**src/rtl/updown_mod_counter.sv**
```systemverilog
// Up/down modulo counter with synchronous clear, clamped parallel load,
// enable-driven prescaler, and wrap or saturate behaviour at the range ends.
module updown_mod_counter #(
    parameter int N        = 4,
    parameter int MODULUS  = 2**N,
    parameter int PRESCALE = 1,
    parameter bit SATURATE = 1'b0
) (
    input  logic         i_clock,
    input  logic         i_clear,
    input  logic         i_enable,
    input  logic         i_up_down,
    input  logic         i_load,
    input  logic [N-1:0] i_load_value,
    output logic [N-1:0] o_q,
    output logic         o_tc,
    output logic         o_wrap
);
    localparam logic [N-1:0] TOP = N'(MODULUS - 1);
    localparam int           PW  = (PRESCALE > 1) ? $clog2(PRESCALE) : 1;

    logic [N-1:0] r_q;
    logic         r_wrap;
    logic         w_pre_last;
    logic         w_at_top;
    logic         w_at_bot;
    logic [N-1:0] w_q_step;
    logic         w_wrap_step;
    logic [N-1:0] w_load_clamped;

    generate
        if (PRESCALE > 1) begin : g_pre
            logic [PW-1:0] r_pre;

            assign w_pre_last = (r_pre == PW'(PRESCALE - 1));

            always_ff @(posedge i_clock) begin
                if (i_clear || i_load) begin
                    r_pre <= '0;
                end else if (i_enable) begin
                    r_pre <= w_pre_last ? '0 : r_pre + PW'(1);
                end
            end
        end else begin : g_no_pre
            assign w_pre_last = 1'b1;
        end
    endgenerate

    assign w_at_top       = (r_q == TOP);
    assign w_at_bot       = (r_q == '0);
    assign w_load_clamped = (i_load_value > TOP) ? TOP : i_load_value;

    // Explicit compare-and-reload at the ends so non-power-of-two moduli wrap exactly
    always_comb begin
        w_q_step    = r_q;
        w_wrap_step = 1'b0;
        if (i_up_down) begin
            if (!w_at_top) begin
                w_q_step = r_q + N'(1);
            end else if (!SATURATE) begin
                w_q_step    = '0;
                w_wrap_step = 1'b1;
            end
        end else begin
            if (!w_at_bot) begin
                w_q_step = r_q - N'(1);
            end else if (!SATURATE) begin
                w_q_step    = TOP;
                w_wrap_step = 1'b1;
            end
        end
    end

    always_ff @(posedge i_clock) begin
        if (i_clear) begin
            r_q    <= '0;
            r_wrap <= 1'b0;
        end else if (i_load) begin
            r_q    <= w_load_clamped;
            r_wrap <= 1'b0;
        end else if (i_enable && w_pre_last) begin
            r_q    <= w_q_step;
            r_wrap <= w_wrap_step;
        end else begin
            r_wrap <= 1'b0;
        end
    end

    assign o_q    = r_q;
    assign o_wrap = r_wrap;
    assign o_tc   = i_up_down ? w_at_top : w_at_bot;

endmodule
```
**config.mk**
```make
export PLATFORM = sky130hd
export DESIGN_NAME = updown_mod_counter
export DESIGN_NICKNAME = d
export VERILOG_FILES = /design/src/rtl/updown_mod_counter.sv
export SDC_FILE = /design/constraint.sdc
export NUM_CORES = 1
export LEC_CHECK = 0
export CAP_MARGIN = 15
export CORE_AREA = 2 2 39 41
export DETAILED_ROUTE_END_ITERATION = 16
export DIE_AREA = 0 0 41 43
export SETUP_SLACK_MARGIN = 0.4
export SYNTH_ARGS = -nofsm -noshare
export SYNTH_HDL_FRONTEND = slang
export SYNTH_SLANG_ARGS = --single-unit
```
**constraint.sdc**
```tcl
create_clock -name i_clock -period 1.4 [get_ports i_clock]
set_input_delay 0.28 -clock i_clock [delete_from_list [all_inputs] [get_ports i_clock]]
set_output_delay 0.28 -clock i_clock [all_outputs]
set_load 0.005 [all_outputs]
```
Yosys cells after proc, flatten, opt, wreduce, memory -nomap -nowiden
Index checks and enable logic that the tools add are counted.
{ "op_classes": {"addsub": 2, "magnitude_cmp": 1, "n_eq_ne": 1, "mux": 10, "bitwise_logic": 1, "n_reduce_logical": 3} }
{ "op_table": {"columns": ["operator", "count"], "rows": [
  ["$mux 4", 6],
  ["$add 4x1->4 const B", 1],
  ["$eq 4x4->1 const B", 1],
  ["$gt 4x4->1 const B", 1],
  ["$logic_not 4->1", 1],
  ["$mux 1", 4],
  ["$sub 4x1->4 const B", 1],
  ["$reduce_or 3->1", 1],
  ["$reduce_bool 2->1", 1],
  ["$not 1->1", 1]
]} }
{ "totals": {"register_bits": 5, "output_inout_bits": 6, "elab_cells": 20} }

Longest topological paths before layout
Gate-level depths: netlist (run 1).
{ "depth": {"ltp_word": 5, "depth_mapped": 6, "depth_no_buf": 6} }

Worst setup path after synthesis (run 1)
No wires, ideal clock.
{ "synth_path": {"path_kind": "register to register", "start": "reg r_q[0], in the netlist o_q[0]", "end": "reg r_q[1], in the netlist o_q[1]", "setup_time_ns": 0.114, "t_arrival_ns": 1.198, "required_ns": 1.286, "slack_ns": 0.088, "path_stages_with_launch": 7, "path_buffers": 0, "period_less_slack_ns": 1.312, "cell_sequence": "dfxtp_1 > inv_2 > ha_1 > xnor2_1 > mux2i_1 > o21ai_0 > nor2b_1"} }
{ "synth_between": {"elab_chain_len": 5, "word_cells_on_any_way": 9, "cone_classes": "add/sub (2); eq/ne (1); mux (5); reduce/logical (1)"} }
{ "synth_lines": {"columns": ["element", "line_no", "text"], "rows": [
  ["from (decl)", "22", "logic [N-1:0] r_q;"],
  ["from (signal assigned)", "79", "r_q <= w_load_clamped;"],
  ["from (signal assigned)", "82", "r_q <= w_q_step;"],
  ["$sub 4x1->4, or another cell as far along", "66", "w_q_step = r_q - N'(1);"],
  ["$mux 4, on equally long branches", "65, 58", null],
  ["$mux 4 *", "57", "if (i_up_down) begin"],
  ["$mux 4 *", "81", "end else if (i_enable && w_pre_last) begin"],
  ["$mux 4 *", "78", "end else if (i_load) begin"]
]} }
Mark *: on every way between the ends. The rest lies on a longest branch, timed or not. The select of a mux whose other input is x is not followed.
A chain may end at the register's enable or synchronous reset.

Worst setup path after layout (run 1)
{ "layout_path": {"start": "reg r_q[0], in the netlist o_q[0]", "end": "out o_tc"} }
{ "layout_between": {"elab_chain_len": 2, "word_cells_on_any_way": 3, "cone_classes": "eq/ne (1); mux (1); reduce/logical (1)"} }
{ "layout_lines": {"columns": ["element", "line_no", "text"], "rows": [
  ["$eq 4x4->1 / $logic_not 4->1 (equally long branches)", "49, 50", null],
  ["$mux 1 *", "91", "assign o_tc = i_up_down ? w_at_top : w_at_bot;"],
  ["to (decl)", "16", "output logic o_tc,"]
]} }
Mark *: on every way between the ends. The rest lies on a longest branch, timed or not.

==> results of run 1 <==
## layout make-up
type	instances	area, µm²	share of cell area (%)
multi-input combinational	32	292.8	39.73
sequential	5	112.6	15.28
clock buffer	4	26.28	3.565
tap	16	20.02	2.716
timing repair buffer	28	259.0	35.14
inverter	5	26.28	3.565
## path summary, 6_finish.rpt
| check | start | endpoint | slack (ns) |
|---|---|---|---|
| setup / recovery | o_q[0]$_SDFFE_PP0P_ | o_tc | -0.06 |
| hold / removal | i_load | o_q[2]$_SDFFE_PP0P_ | 0.62 |
| setup reg to reg | o_q[0]$_SDFFE_PP0P_ | o_q[3]$_SDFFE_PP0P_ | -0.05 |
| hold reg to reg | o_q[1]$_SDFFE_PP0P_ | o_q[1]$_SDFFE_PP0P_ | 0.71 |
## metrics by stage
stage                     TNS [ns]  total power, mW  util (%)  setup WS, ns  cells
after floorplan                  0           0.2365         -        0.1485     43
after global placement     -0.7319           0.3192     40.24       -0.5015     78
after detailed placement   -0.7052           0.3177     40.24       -0.5339     78
after CTS                  -0.1349           0.5655     50.18       -0.1349     88
after global routing       -0.2012           0.6063     53.25       -0.1090     90
final                      -0.1157           0.5736     53.25      -0.06108     90
## flip-flops by register name, indices dropped and copies added, names as in the netlist
register  flops
o_wrap        1
o_q           4
## layer usage
| layer | GRT usage, % | part of all wire, % |
|---|---|---|
| met1 | 14.97 | 42 |
| met2 | 24.06 | 50 |
| met3 | 1.571 | 5.5 |
| met4 | 10.00 | 2.3 |
| met5 | 0 | 0 |
## where the power goes
part	switching, mW	internal (mW)
combinational	0.0848	0.142
sequential	0.0141	0.153
clock	0.0714	0.109
## kinds of logic after synthesis
| kind of cell | count (synthesis) | synth area share (%) |
|---|---|---|
| xor+xnor | 3 | 7.528 |
| flops | 5 | 28.67 |
| fa+ha+maj | 2 | 7.167 |
| compound gates | 15 | 30.11 |
| buf+inv | 6 | 6.451 |
| simple gates | 11 | 17.21 |
| mux | 1 | 2.867 |
## placed cells by master, fill, tap and decap left out, drive strengths merged
cell type,Yosys,routed
a21boi,1,1
o21bai,1,1
dlygate4sd2,0,3
nand2b,1,1
nand4,1,1
nand2,2,2
and3b,1,1
o21ai,2,2
xnor2,3,3
a21oi,5,5
nor2b,2,2
clkbuf,1,4
o31ai,2,2
dfxtp,5,5
or4,1,1
a31oi,1,1
nor2,3,3
buf,0,20
a21bo,1,1
o21a,1,1
ha,2,2
mux2i,1,1
inv,5,5
a311o,1,1
clkdlybuf4s50,0,5
## worst max-delay path: cells and delay by family (launching register included)
| family | cells | cell delay, ns |
|---|---|---|
| AOI/OAI and AO/OA | 1 | 0.17 |
| adders and majority gates | 1 | 0.14 |
| buffers and inverters | 2 | 0.20 |
| DFF | 1 | 0.36 |
| and+or+nand+nor | 1 | 0.06 |
## what timing repair did
item / in CTS / in global routing
setup endpoints to repair: 11 / 10
pin swaps: 6 / 9
buffers inserted: 6 / 2
gates resized for setup: 50 / 6
hold endpoints to repair: 0 / 0
==> summary.md, run 1 <==
| Metric | Value |
|---|---|
| Final Setup Violations | `2` |
| Port bufs | `14` |
| Ranking of synthesized cells by area | `dfxtp_1, xnor2_1, a21oi_1, ha_1, o31ai_1` |
| Final hold vios | `0` |
| Synth top area share | `28.67%` |
| Vias/cell | `4.778` |
| Avg Cell Area, Syn | `8.118 µm²` |
| ANT cells | `0` |
| Hold Crit Depth | `2` |
| WL per Instance | `11.87 µm` |
| 1st-iter DRT viols | `10` |
| Crit-path cells | `inv_4 > ha_4 > nand2b_4 > o31ai_4 > buf_2` |
| Gp weighted congestion | `0.6503` |
| Placed Area | `556.8 µm²` |
| Final Skew | `0.004652 ns` |
| Failing checks | `setup timing` |
| Area Growth Syn to Fin | `111.1%` |
| Seq/Total Area, Yosys | `28.67%` |
| Crit-path max FO | `4` |
| Slew Viols, Final | `0` |
| CTS HTree Levels | `1` |
| IO Count | `15` |
| Post-synth ARST share | `0%` |
| Nets | `86` |
| WP data required | `1.12 ns` |
| Max Cap Viol | `0` |
| Die Wd | `41 µm` |
| DRT Wirelength | `1068 µm` |
| Unique masters post-synth | `23` |
| VDD IR max | `0.4057 mV` |
| CP endpoint kind | `primary output` |
| Min Hold Slack | `0.6158 ns` |
| Synth Register Bits | `5` |
| Post-synth EDFFs | `0` |
| Slew of the pin with the lowest slew margin | `0.3655 ns` |
| Highest clock rate | `0.6844 GHz` |
| Initial antenna violation count | `0` |
| Global route overflow | `0` |
| Largest net degree at the start of global routing | `10` |
| Synth area leader | `dfxtp_1` |
| Share of layout cells above drive strength 1 | `52.70%` |
| First-pass GRT wire length | `1718 µm` |
| Synthesis Warnings | `0` |
| Static Leakage | `0.3279 nW` |
| Fin crit share | `104.4%` |
| Hold-fix buffers at CTS | `0` |
| Crit path largest cell delay | `0.36 ns` |
| Die area | `1763 µm²` |
| Clk slew on worst S/H paths | `0.04 ns` |
| Synth cell count leaders | `a21oi_1, dfxtp_1, inv_1, nor2_1, xnor2_1` |
| Core footprint | `1384 µm²` |
| Gr usage total | `14.21%` |
| Clk sink count | `5` |
| DP HPWL | `690.9 µm` |
| Kind of critical path | `flop to primary output` |
| Post-route minimum period | `1.461 ns` |
| Gate Count Post-Synth | `43` |
| Critical Path AT | `1.18 ns` |
| Slowest-stage cell, CP | `dfxtp_4` |
| Status | `complete, but fails checks` |
| Starting Density | `25.23%` |
| Most used DFF post-synth | `dfxtp_1` |
| ANT nets after route | `0` |
| Residual DRC | `0` |
| Final instance area | `737.0 µm²` |
| Relative slew slack | `75.43%` |
| P per Cell Area | `778.3 nW/µm²` |
| Pre-antenna DRT Iters | `2` |
| Min-Delay Path Class | `input port to flop` |
| Worst Reg-to-Reg Cells | `8` |
| Total CTS buffers | `3` |
| Clk Latency, worst-skew pair | `0.25 ns` |
| Startpoint types | `flop` |
| Worst setup margin | `-0.06108 ns` |
| Vias in the first global route | `424` |
| # rows | `14` |
| Clock tree buffer depth | `2` |
| Via Count | `430` |
| RSZ-0062 raised after global routing | `yes` |
| Die height | `43 µm` |
| Filler cells | `125` |
| Post-synthesis net count | `54` |
| CTS root buffer | `clkbuf_4` |
| Cell Area, Synth | `349.1 µm²` |
| Clock tree from TritonCTS | `done` |
Note: power is estimated with default switching activity, not from simulation.
==> inputs of run 2 (changes only) <==
--- a/config.mk
+++ b/config.mk
@@ -5,11 +5,11 @@
 export SDC_FILE = /design/constraint.sdc
 export NUM_CORES = 1
 export LEC_CHECK = 0
-export CAP_MARGIN = 15
 export CORE_AREA = 2 2 39 41
 export DETAILED_ROUTE_END_ITERATION = 16
 export DIE_AREA = 0 0 41 43
 export SETUP_SLACK_MARGIN = 0.4
+export SLEW_MARGIN = 10
 export SYNTH_ARGS = -nofsm -noshare
 export SYNTH_HDL_FRONTEND = slang
 export SYNTH_SLANG_ARGS = --single-unit
==> results of run 2 <==
Same layout as run 1: the final DEF is identical, and so are final timing and power.
==> inputs of run 3 (changes only) <==
--- a/config.mk
+++ b/config.mk
@@ -8,8 +8,9 @@
 export CORE_AREA = 2 2 39 41
 export DETAILED_ROUTE_END_ITERATION = 16
 export DIE_AREA = 0 0 41 43
+export GPL_ROUTABILITY_DRIVEN = 1
 export SETUP_SLACK_MARGIN = 0.4
-export SLEW_MARGIN = 10
+export SLEW_MARGIN = 20
 export SYNTH_ARGS = -nofsm -noshare
 export SYNTH_HDL_FRONTEND = slang
 export SYNTH_SLANG_ARGS = --single-unit
==> results of run 3 <==
Same layout as run 1: the final DEF is identical, and so are final timing and power.
